`src/rtl/umi_tx_serializer.sv`:
```
// Serializes one full-width UMI packet onto a narrower link, lowest chunk first,
// with first/last/burst framing sidebands and a single-entry buffer.
module umi_tx_serializer #(
    parameter int UW = 256,
    parameter int IW = 64
) (
    input  logic          clk,
    input  logic          nreset,
    input  logic          umi_in_valid,
    input  logic [UW-1:0] umi_in_packet,
    input  logic          umi_in_burst,
    output logic          umi_in_ready,
    output logic          link_valid,
    output logic [IW-1:0] link_data,
    output logic          link_first,
    output logic          link_last,
    output logic          link_burst,
    input  logic          link_ready,
    output logic          tx_busy
);
    localparam int NCH = UW / IW;
    localparam int CW  = $clog2(NCH);

    typedef enum logic {IDLE = 1'b0, SEND = 1'b1} state_e;

    state_e                  state_q, state_d;
    logic [CW-1:0]           cnt_q, cnt_d;
    logic [UW-1:0]           buf_q, buf_d;
    logic                    burst_q, burst_d;
    logic [NCH-1:0][IW-1:0]  chunks;
    logic                    full, accept, advance;

    assign full         = (state_q == SEND);
    assign chunks       = buf_q;
    assign link_valid   = full;
    assign link_data    = chunks[cnt_q];
    assign link_first   = full & (cnt_q == '0);
    assign link_last    = full & (cnt_q == CW'(NCH - 1));
    assign link_burst   = burst_q;
    assign tx_busy      = full;
    // Combinational from link_ready so the next packet loads as the last chunk leaves.
    assign umi_in_ready = ~full | (link_last & link_ready);
    assign accept       = umi_in_valid & umi_in_ready;
    assign advance      = link_valid & link_ready;

    always_comb begin
        state_d = state_q;
        cnt_d   = cnt_q;
        buf_d   = buf_q;
        burst_d = burst_q;
        if (advance) begin
            if (link_last) begin
                cnt_d   = '0;
                state_d = IDLE;
            end else begin
                cnt_d   = cnt_q + CW'(1);
            end
        end
        // A new packet overrides the completion of the previous one.
        if (accept) begin
            buf_d   = umi_in_packet;
            burst_d = umi_in_burst;
            cnt_d   = '0;
            state_d = SEND;
        end
    end

    always_ff @(posedge clk or negedge nreset) begin
        if (!nreset) begin
            state_q <= IDLE;
            cnt_q   <= '0;
            buf_q   <= '0;
            burst_q <= 1'b0;
        end else begin
            state_q <= state_d;
            cnt_q   <= cnt_d;
            buf_q   <= buf_d;
            burst_q <= burst_d;
        end
    end
endmodule

```
`config.mk`:
```
export PLATFORM = sky130hd
export DESIGN_NAME = umi_tx_serializer
export DESIGN_NICKNAME = d
export VERILOG_FILES = /design/src/rtl/umi_tx_serializer.sv
export SDC_FILE = /design/constraint.sdc
export NUM_CORES = 1
export LEC_CHECK = 0
export CAP_MARGIN = 0
export CORE_ASPECT_RATIO = 2
export CORE_MARGIN = 5
export CORE_UTILIZATION = 25
export CTS_BUF_LIST = sky130_fd_sc_hd__clkbuf_8
export DETAILED_ROUTE_END_ITERATION = 6
export PLACE_DENSITY = 0.45
export REMOVE_ABC_BUFFERS = 1
export SYNTH_ARGS = -nofsm -noshare
export SYNTH_HDL_FRONTEND = slang
export SYNTH_SLANG_ARGS = --single-unit
```
`constraint.sdc`:
```
create_clock -name clk -period 3 [get_ports clk]
set_clock_uncertainty 0.2 [all_clocks]
set_input_delay 0.9 -clock clk [delete_from_list [all_inputs] [get_ports clk]]
set_output_delay 0.9 -clock clk [all_outputs]
set_load 0.005 [all_outputs]
```
==> results_dict.tcl, run 1 <==
set metrics [dict create \
    grt-ovfl-total 0 \
    cp-end-kind "output port" \
    syn_inst 643 \
    ant_nets 0 \
    rows 115 \
    setup_violations 66 \
    worstPathArrival_ps 2100 \
    synth.distinct_cells 22 \
    area_delta_synth_final_pct 43.5 \
    drv_slew 0 \
    power_density_mw_per_mm2 1020 \
    synth-edff-count 0 \
    track_usage_pct 13.6 \
    fin_area_mm2 0.0179 \
    tns_ps -8920 \
    status "finished, violations left" \
    pin_count 331 \
    htree_levels 2 \
    crit_path_start_kind "flop" \
    yosysSeqAreaShare_pct 52.2 \
    fin_nets 1320 \
    wl_mm 37.7 \
    antenna_found_initial 8 \
    power_frac_comb_pct 47.9 \
    ys.flop_type "dfrtp_1" \
    first_pass_iters 4 \
    hold_path_class "flop to flop" \
    hold_path.startpoint "buf_q[184]" \
    avgSynthCellArea_um2 19.4 \
    grt_pass1_vias 8703 \
    post_drt_wl_per_cell_um 21.7 \
    cts_buffers 44 \
    netSwitchingFraction_pct 28.7 \
    rsz0062_at_grt "yes" \
    finalHoldViolations 0 \
    cts_tree "yes" \
    reg2reg_slack_ps 330 \
    coreArea_mm2 0.0494 \
    fin_ws_ps -204 \
    p_seq_share_pct 34.4 \
    fin_crit_sh_pct 107 \
    min_path_cells 1 \
    crit_type "flop to output port" \
    drive_gt1_share_pct 49.5 \
    portBuffers 330 \
    dieHeight_um 326 \
    rr_worst_depth 10 \
    insertion_delay_ps 560 \
    initial_core_util_pct 25.2 \
    whs_ps 301 \
    clock_power_share_pct 17.7 \
    async_flop_share_pct 100 \
    chipWidth_um 168 \
    fmaxAchievable_ghz 0.312 \
    ctsLongestPathBuffers 3 \
    intPower_uw 13100 \
    yosys_warnings 0 \
    slew_headroom_pct 75.0 \
    timing.rr.end "buf_q[237]" \
    drcViolationCount 0 \
    violations "negative setup slack" \
    post-synth-top-area-fraction_pct 52.2 \
    vias 7260 \
    p_leak_uw 0.00833 \
    grt_first_pass_wirelength_mm 56.4 \
    die_area_mm2 0.0547 \
    hold_end "buf_q[184]" \
    peakVddDrop_v 0.000399 \
    ys_ff_latch 260 \
    worst_pin_slew_ps 375 \
    cts.clk_slew.worst_paths_ps 60 \
    layout_min_cycle_time_ps 3200 \
    grt_max_degree 50 \
    worstPathMaxFanout 5 \
    synthTopCellsByArea "dfrtp_1 (52%), mux2_4 (28%), mux4_2 (12%)" \
    postPlaceCellArea_mm2 0.0166 \
    dr.first_iter.drc_count 225 \
    dp_hpwl_mm 27.2 \
    cts_root_buf "clkbuf_8" \
    synth_top_area_cell "dfrtp_1" \
    cts.sinks 260 \
    viasPerCell 4.18 \
    netlist_area_mm2 0.0125 \
    gp_congestion 0.769 \
    reg2reg_from "cnt_q[0]" \
    p_sw_uw 5250 \
    cp.required_ps 1900 \
    cap_violations 0 \
]
[synth_stat cells, types with 3 or more instances]
| master | number |
|---|---|
| mux4_2 | 64 |
| buf_4 | 7 |
| buf_2 | 4 |
| buf_1 | 3 |
| clkbuf_1 | 4 |
| mux2_4 | 230 |
| mux2_2 | 27 |
| dfrtp_1 | 260 |
| buf_12 | 25 |
[area by class of cell]
type | instances | area, µm²
clock buffers | 55 | 757
well taps | 643 | 805
clock inverters | 21 | 119
flip-flops and latches | 260 | 6510
repair buffers | 413 | 4310
multi-input cells | 336 | 5350
inverters | 2 | 7.51
diodes | 7 | 17.5
fillers | 4747 | 31500
[power by group through the flow]
| stage | logic [µW] | registers [µW] | clock network, µW |
|---|---|---|---|
| 4_1_cts | 8710 | 6320 | 3410 |
| 6_report | 8770 | 6300 | 3230 |
| 3_5_place_dp | 8480 | 6370 | 0 |
| 3_3_place_gp | 8440 | 6350 | 0 |
| 5_1_grt | 9380 | 6530 | 3550 |
| 2_1_floorplan | 5050 | 6210 | 0 |
[state kept, by name, summed over array words and instances, names as in the netlist]
register,count
buf_q,256
cnt_q,2
link_burst,1
link_valid,1
[metrics by stage]
step                      util, %  total power (µW)  worst slack [ps]  std cells
after floorplan                 -             11300             -3350        598
after global placement       33.6             14800              -135       1620
after detailed placement     33.6             14800              -131       1620
after CTS                    35.9             18400              -272       1725
after global routing         36.2             19500              -282       1736
final                        36.2             18300              -204       1737
[cells in the final DEF, fill, tap and decap left out, types with 2 or more instances in the layout]
master	Yosys	layout
clkdlybuf4s50_1	0	262
dfrtp_1	260	258
mux2_4	230	230
mux4_2	64	64
clkbuf_8	0	55
buf_6	2	48
buf_2	4	30
buf_4	7	28
mux2_2	27	27
buf_12	25	24
inv_1	2	17
buf_8	0	8
diode_2	0	7
clkbuf_2	0	7
buf_16	0	5
clkinvlp_4	0	3
nand3b_1	2	2
nand2_1	2	2
clkinv_2	0	2
dfrtp_4	0	2
[cell families after synthesis]
family / synth area share, %
adders and majority gates: 0.201
muxes: 41.8
AOI/OAI and AO/OA: 0.241
and+or+nand+nor: 0.472
buffers and inverters: 5.05
DFF: 52.2
[critical path, cell delays in order (launching register included)]
cell and delay, ps:
dfrtp_4 500, buf_12 160, buf_12 130, buf_12 140, mux4_2 450, buf_2 150
[per-layer routing]
metal	share of wire (%)	vias up	routed length (µm)	track usage (%)
met5	0.021	-	8	0
met4	3.3	2	1230	5.69
met3	5.9	64	2230	3.13
met2	55	256	20700	25.1
met1	36	3708	13500	14.8
li1	-	3230	-	-
[timing repair]
item                                   CTS  global route
endpoints found under the hold margin    8             0
setup endpoints to repair               67            67
gates cloned                             4             0
setup buffers                           25             6
resized for setup                      301            42
hold buffers                             1             0
pin swaps                                1             0
[worst max path at each step]
stage                     from       endpoint  depth (start not counted)
finish                cnt_q[0]  link_data[53]                          5
global route          cnt_q[0]  link_data[62]                          5
CTS                   cnt_q[0]  link_data[29]                          5
detailed placement  link_ready   umi_in_ready                          3
global placement    link_ready   umi_in_ready                          3
floorplan             cnt_q[0]       buf_q[0]                          4
Note: power is estimated with default switching activity, not from simulation.
==> run 2, diff against run 1 <==
--- a/config.mk
+++ b/config.mk
@@ -8,10 +8,10 @@
 export CAP_MARGIN = 0
 export CORE_ASPECT_RATIO = 2
 export CORE_MARGIN = 5
-export CORE_UTILIZATION = 25
+export CORE_UTILIZATION = 51
 export CTS_BUF_LIST = sky130_fd_sc_hd__clkbuf_8
 export DETAILED_ROUTE_END_ITERATION = 6
-export PLACE_DENSITY = 0.45
+export PLACE_DENSITY = 0.81
 export REMOVE_ABC_BUFFERS = 1
 export SYNTH_ARGS = -nofsm -noshare
 export SYNTH_HDL_FRONTEND = slang
==> run 2 against run 1 <==
Against the previous run:
- the run still ends with negative setup slack left
- clock power fell by 4%
- utilization rose by 34 points
- sequential share of layout area rose by 1.7 points
- setup slack improved by 54 ps
- register-to-register slack got worse by 20 ps
- critical endpoint is now link_data[34]
- highest routed layer is now met4
==> results_dict.tcl, run 2 (synthesis results as in run 1) <==
set metrics [dict create \
    insertion_delay_ps 520 \
    cp.required_ps 1900 \
    chipWidth_um 121 \
    drive_gt1_share_pct 48.5 \
    grt_pass1_vias 8504 \
    layout_min_cycle_time_ps 3150 \
    intPower_uw 12800 \
    slew_headroom_pct 68.7 \
    reg2reg_from "cnt_q[0]" \
    critPathTopFamily "buffers and inverters" \
    grt-ovfl-total 0 \
    regMostFlops "buf_q" \
    cp_num_cells 5 \
    area_delta_synth_final_pct 37.1 \
    worst_pin_slew_ps 469 \
    status "finished, violations left" \
    power_frac_comb_pct 46.9 \
    fin_crit_sh_pct 105 \
    worstPathArrival_ps 2050 \
    dp_hpwl_mm 23.4 \
    violations "negative setup slack" \
    htree_levels 2 \
    path_buf_inv 4 \
    path_cells "buf_12 > buf_12 > buf_12 > mux4_2 > buf_2" \
    cp_slowest_cell "dfrtp_4" \
    crit_top_cell "buf_12" \
    cts.clk_slew.worst_paths_ps 60 \
    timing.rr.end "buf_q[241]" \
    post_drt_wl_per_cell_um 23.6 \
    grt_max_degree 55 \
    fin_area_mm2 0.0171 \
    drv_slew 0 \
    top_regs "buf_q x256, cnt_q x2" \
    rr_worst_depth 10 \
    cp-end-kind "output port" \
    die_area_mm2 0.0278 \
    fmaxAchievable_ghz 0.318 \
    reg2reg_slack_ps 310 \
    slowest_delay_ps 530 \
    dieHeight_um 231 \
    pre_cts_slack_ps -129 \
    rows 81 \
    p_seq_share_pct 35.6 \
    cap_violations 0 \
    crit_type "flop to output port" \
    cts_tree "yes" \
    tns_ps -3470 \
    mostFrequentLayoutCell "clkdlybuf4s50_1" \
    worstPathMaxFanout 5 \
    cts.sinks 260 \
    setup_violations 57 \
    crit_path_start_kind "flop" \
    coreArea_mm2 0.0243 \
    peakVddDrop_v 0.000645 \
    ctsLongestPathBuffers 3 \
    viasPerCell 5.37 \
    netSwitchingFraction_pct 27.9 \
    rsz0062_at_grt "yes" \
    portBuffers 330 \
    p_leak_uw 0.00813 \
    gp_congestion 0.822 \
    fin_nets 1292 \
    grt_first_pass_wirelength_mm 49.5 \
    antenna_found_initial 11 \
    clock_power_share_pct 17.5 \
    wl_mm 32.1 \
    fin_ws_ps -149 \
    postPlaceCellArea_mm2 0.0160 \
    dr.first_iter.drc_count 375 \
    finalHoldViolations 0 \
    drcViolationCount 0 \
    power_density_mw_per_mm2 1040 \
    largest_reg_flops 256 \
    cts_buffers 39 \
    vias 7281 \
    pin_count 331 \
    most-common-layout-cells "clkdlybuf4s50_1 (262), dfrtp_1 (258), mux2_4 (230)" \
    initial_core_util_pct 51.2 \
    ant_nets 0 \
    first_pass_iters 4 \
    cts_root_buf "clkbuf_8" \
    fill_cells 1622 \
    hold_path_class "primary input to async pin" \
    track_usage_pct 23.4 \
    p_sw_uw 4940 \
]
-- run 2: layout make-up --
class | count | area (µm²) | area share (%)
Multi-Input combinational cell | 336 | 5340 | 31.3
Tap cell | 290 | 363 | 2.13
Antenna cell | 11 | 27.5 | 0.161
Sequential cell | 260 | 6510 | 38.1
Inverter | 2 | 7.51 | 0.0440
Clock buffer | 50 | 688 | 4.03
Clock inverter | 17 | 151 | 0.887
Timing Repair Buffer | 390 | 3980 | 23.3
-- run 2: power by group through the flow --
stage | registers, µW | clock network (µW) | logic (µW)
after global placement | 6250 | 0 | 8150
after detailed placement | 6360 | 0 | 8240
after CTS | 6310 | 3190 | 8160
after global routing | 6540 | 3350 | 8830
after floorplan | 6210 | 0 | 5050
final | 6320 | 3100 | 8310
-- run 2: how the worst max path moves through the flow --
stage,from,endpoint,slack [ps]
3_3_place_gp,link_ready,umi_in_ready,-110
5_1_grt,cnt_q[0],link_data[11],-240
3_5_place_dp,link_ready,umi_in_ready,-130
4_1_cts,cnt_q[0],link_data[61],-240
6_report,cnt_q[0],link_data[34],-150
2_1_floorplan,cnt_q[0],buf_q[0],-3350
-- run 2: through the flow --
step                total power (µW)  instances  util, %  hold WS (ps)
floorplan                      11300        598        -           274
global placement               14400       1258     66.0           282
detailed placement             14600       1258     66.0           287
CTS                            17700       1343     69.7          74.7
global route                   18700       1356     70.2          95.2
finish                         17700       1356     70.2          81.2
-- run 2: routing by layer --
layer  vias to the layer above  GRT usage, %  share of wire [%]
met1                      3761          25.5                 34
met5                         -             0                  0
met4                         0          12.9                5.3
met2                       269          42.5                 56
met3                        79          4.05                4.6
li1                       3172             -                  -
-- run 2: timing repair --
action,4_1_cts,5_1_grt
setup buffers,16,6
endpoints found under the setup margin,67,66
gates resized for setup,302,27
hold buffers,0,0
pin swaps,1,0
cloned,4,0
==> run 3, diff against run 2 <==
--- a/config.mk
+++ b/config.mk
@@ -6,7 +6,6 @@
 export NUM_CORES = 1
 export LEC_CHECK = 0
 export CAP_MARGIN = 0
-export CORE_ASPECT_RATIO = 2
 export CORE_MARGIN = 5
 export CORE_UTILIZATION = 51
 export CTS_BUF_LIST = sky130_fd_sc_hd__clkbuf_8
==> run 3 against run 2 <==
Against the previous run:
- the run still ends with negative setup slack left
- flip-flop and latch count stayed put
- clock power is 9.7% higher
- via count is 1.2% lower
- critical path type unchanged
- cell area is 0.94% higher
- sequential share of layout area is 0.35 points lower
- clock-buffer cell count is 7 higher
- final cell count is 2.4% higher
- routed wire length is 7.2% lower
- largest cell class unchanged
- global-route usage is 2.0 points lower
- critical endpoint is now link_data[13]
- critical path depth stayed put
- register-to-register slack better by 140 ps
- die area is 0.68% lower
==> results_dict.tcl, run 3 (synthesis results as in run 1) <==
set metrics [dict create \
    post_drt_wl_per_cell_um 21.4 \
    power_density_mw_per_mm2 1040 \
    ctsLongestPathBuffers 3 \
    crit_path_start_kind "flop" \
    die_area_mm2 0.0277 \
    drv_slew 0 \
    initial_core_util_pct 51.5 \
    most-common-layout-cells "clkdlybuf4s50_1 (262), dfrtp_1 (258), mux2_4 (230)" \
    finalHoldViolations 0 \
    portBuffers 330 \
    diodes 0 \
    antenna_found_initial 0 \
    fin_nets 1296 \
    drcViolationCount 0 \
    worst_pin_slew_ps 541 \
    cp-end-kind "output port" \
    wl_mm 29.8 \
    fin_crit_sh_pct 106 \
    grt_util_met1_pct 28.3 \
    ant_nets 0 \
    worstPathArrival_ps 2080 \
    grt_pass1_vias 8333 \
    peakVddDrop_v 0.000618 \
    gp_congestion 0.795 \
    fmaxAchievable_ghz 0.314 \
    rr_worst_depth 8 \
    dp_hpwl_mm 20.5 \
    drive_gt1_share_pct 48.6 \
    vias 7195 \
    first_pass_iters 4 \
    cts_buffers 44 \
    grt-ovfl-total 0 \
    layout_min_cycle_time_ps 3180 \
    crit_type "flop to output port" \
    dieHeight_um 166 \
    regMostFlops "buf_q" \
    cts_tree "yes" \
    rsz0062_at_grt "yes" \
    violations "negative setup slack" \
    dr.first_iter.drc_count 302 \
    chipWidth_um 166 \
    use_met3_pct 5.95 \
    rows 57 \
    mostFrequentLayoutCell "clkdlybuf4s50_1" \
    whs_ps 60.8 \
    cp.required_ps 1900 \
    viasPerCell 5.18 \
    slew_headroom_pct 63.9 \
    coreArea_mm2 0.0242 \
    cap_violations 0 \
    cts.clk_slew.worst_paths_ps 70 \
    grt_first_pass_wirelength_mm 47.2 \
    track_usage_pct 21.4 \
    tns_ps -5850 \
    largest_reg_flops 256 \
    hold_path_class "primary input to async pin" \
    worstPathMaxFanout 6 \
    busiest_layer "met2" \
    p_leak_uw 0.00823 \
    insertion_delay_ps 540 \
    htree_levels 2 \
    top_regs "buf_q x256, cnt_q x2" \
    status "finished, violations left" \
    setup_violations 60 \
    pin_count 331 \
    hold_buffers 0 \
    cts_root_buf "clkbuf_8" \
    grt_max_degree 64 \
    cts.sinks 260 \
    area_delta_synth_final_pct 38.3 \
    fin_ws_ps -183 \
    fill_cells 1563 \
    use_met2_pct 35.6 \
]
[run 3: routing by layer]
metal | vias up | routed length [µm] | share of wire, %
li1 | 3181 | - | -
met1 | 3734 | 12700 | 43
met2 | 239 | 14600 | 49
met3 | 41 | 1920 | 6.5
met4 | 0 | 493 | 1.7
met5 | - | 0 | 0
[run 3: cell type report]
type                            count  area, µm²  share of cell area (%)
Sequential cell                   260       6510                    37.8
Multi-Input combinational cell    336       5340                    31.0
Timing Repair Buffer              389       4020                    23.3
Clock buffer                       57        785                    4.55
Tap cell                          324        405                    2.35
Clock inverter                     20        165                   0.958
Inverter                            2       7.51                  0.0436
[run 3: report_power, final]
part	internal, µW	leakage (µW)	switching (µW)
Combinational	5620	0.00458	2500
Clock	1960	0.000535	1440
Sequential	5300	0.00311	1010
Total	12900	0.00823	4960
[run 3: worst max-delay path, stage by stage (launching register included)]
cell and delay, ps:
dfrtp_4 510, buf_12 160, buf_16 140, buf_4 130
mux4_2 450, buf_2 150
[run 3: per-stage QoR]
stage	power, µW	utilization (%)	instance area (µm²)	cells	setup slack, ps
3_3_place_gp	14300	66.7	16100	1289	-110
5_1_grt	18800	71.3	17200	1388	-254
3_5_place_dp	14500	66.7	16100	1289	-108
2_1_floorplan	11300	-	11800	598	-3350
4_1_cts	17900	71.1	17200	1388	-230
6_report	17800	71.3	17200	1388	-183
[run 3: path summary, 6_finish.rpt]
path | from | end | slack (ps)
max | cnt_q[0] | link_data[13] | -180
min | nreset | buf_q[8] | 60
max reg2reg | cnt_q[0] | buf_q[241] | 450
min reg2reg | buf_q[153] | buf_q[153] | 300
max in group asynchronous | nreset | buf_q[222] | 1740
min in group clk | buf_q[153] | buf_q[153] | 300
[run 3: what timing repair did]
action                     CTS  global route
buffers inserted            17             2
setup endpoints to repair   67            67
pin swaps                    0             0
resized for setup          285            18
cloned                       5             0
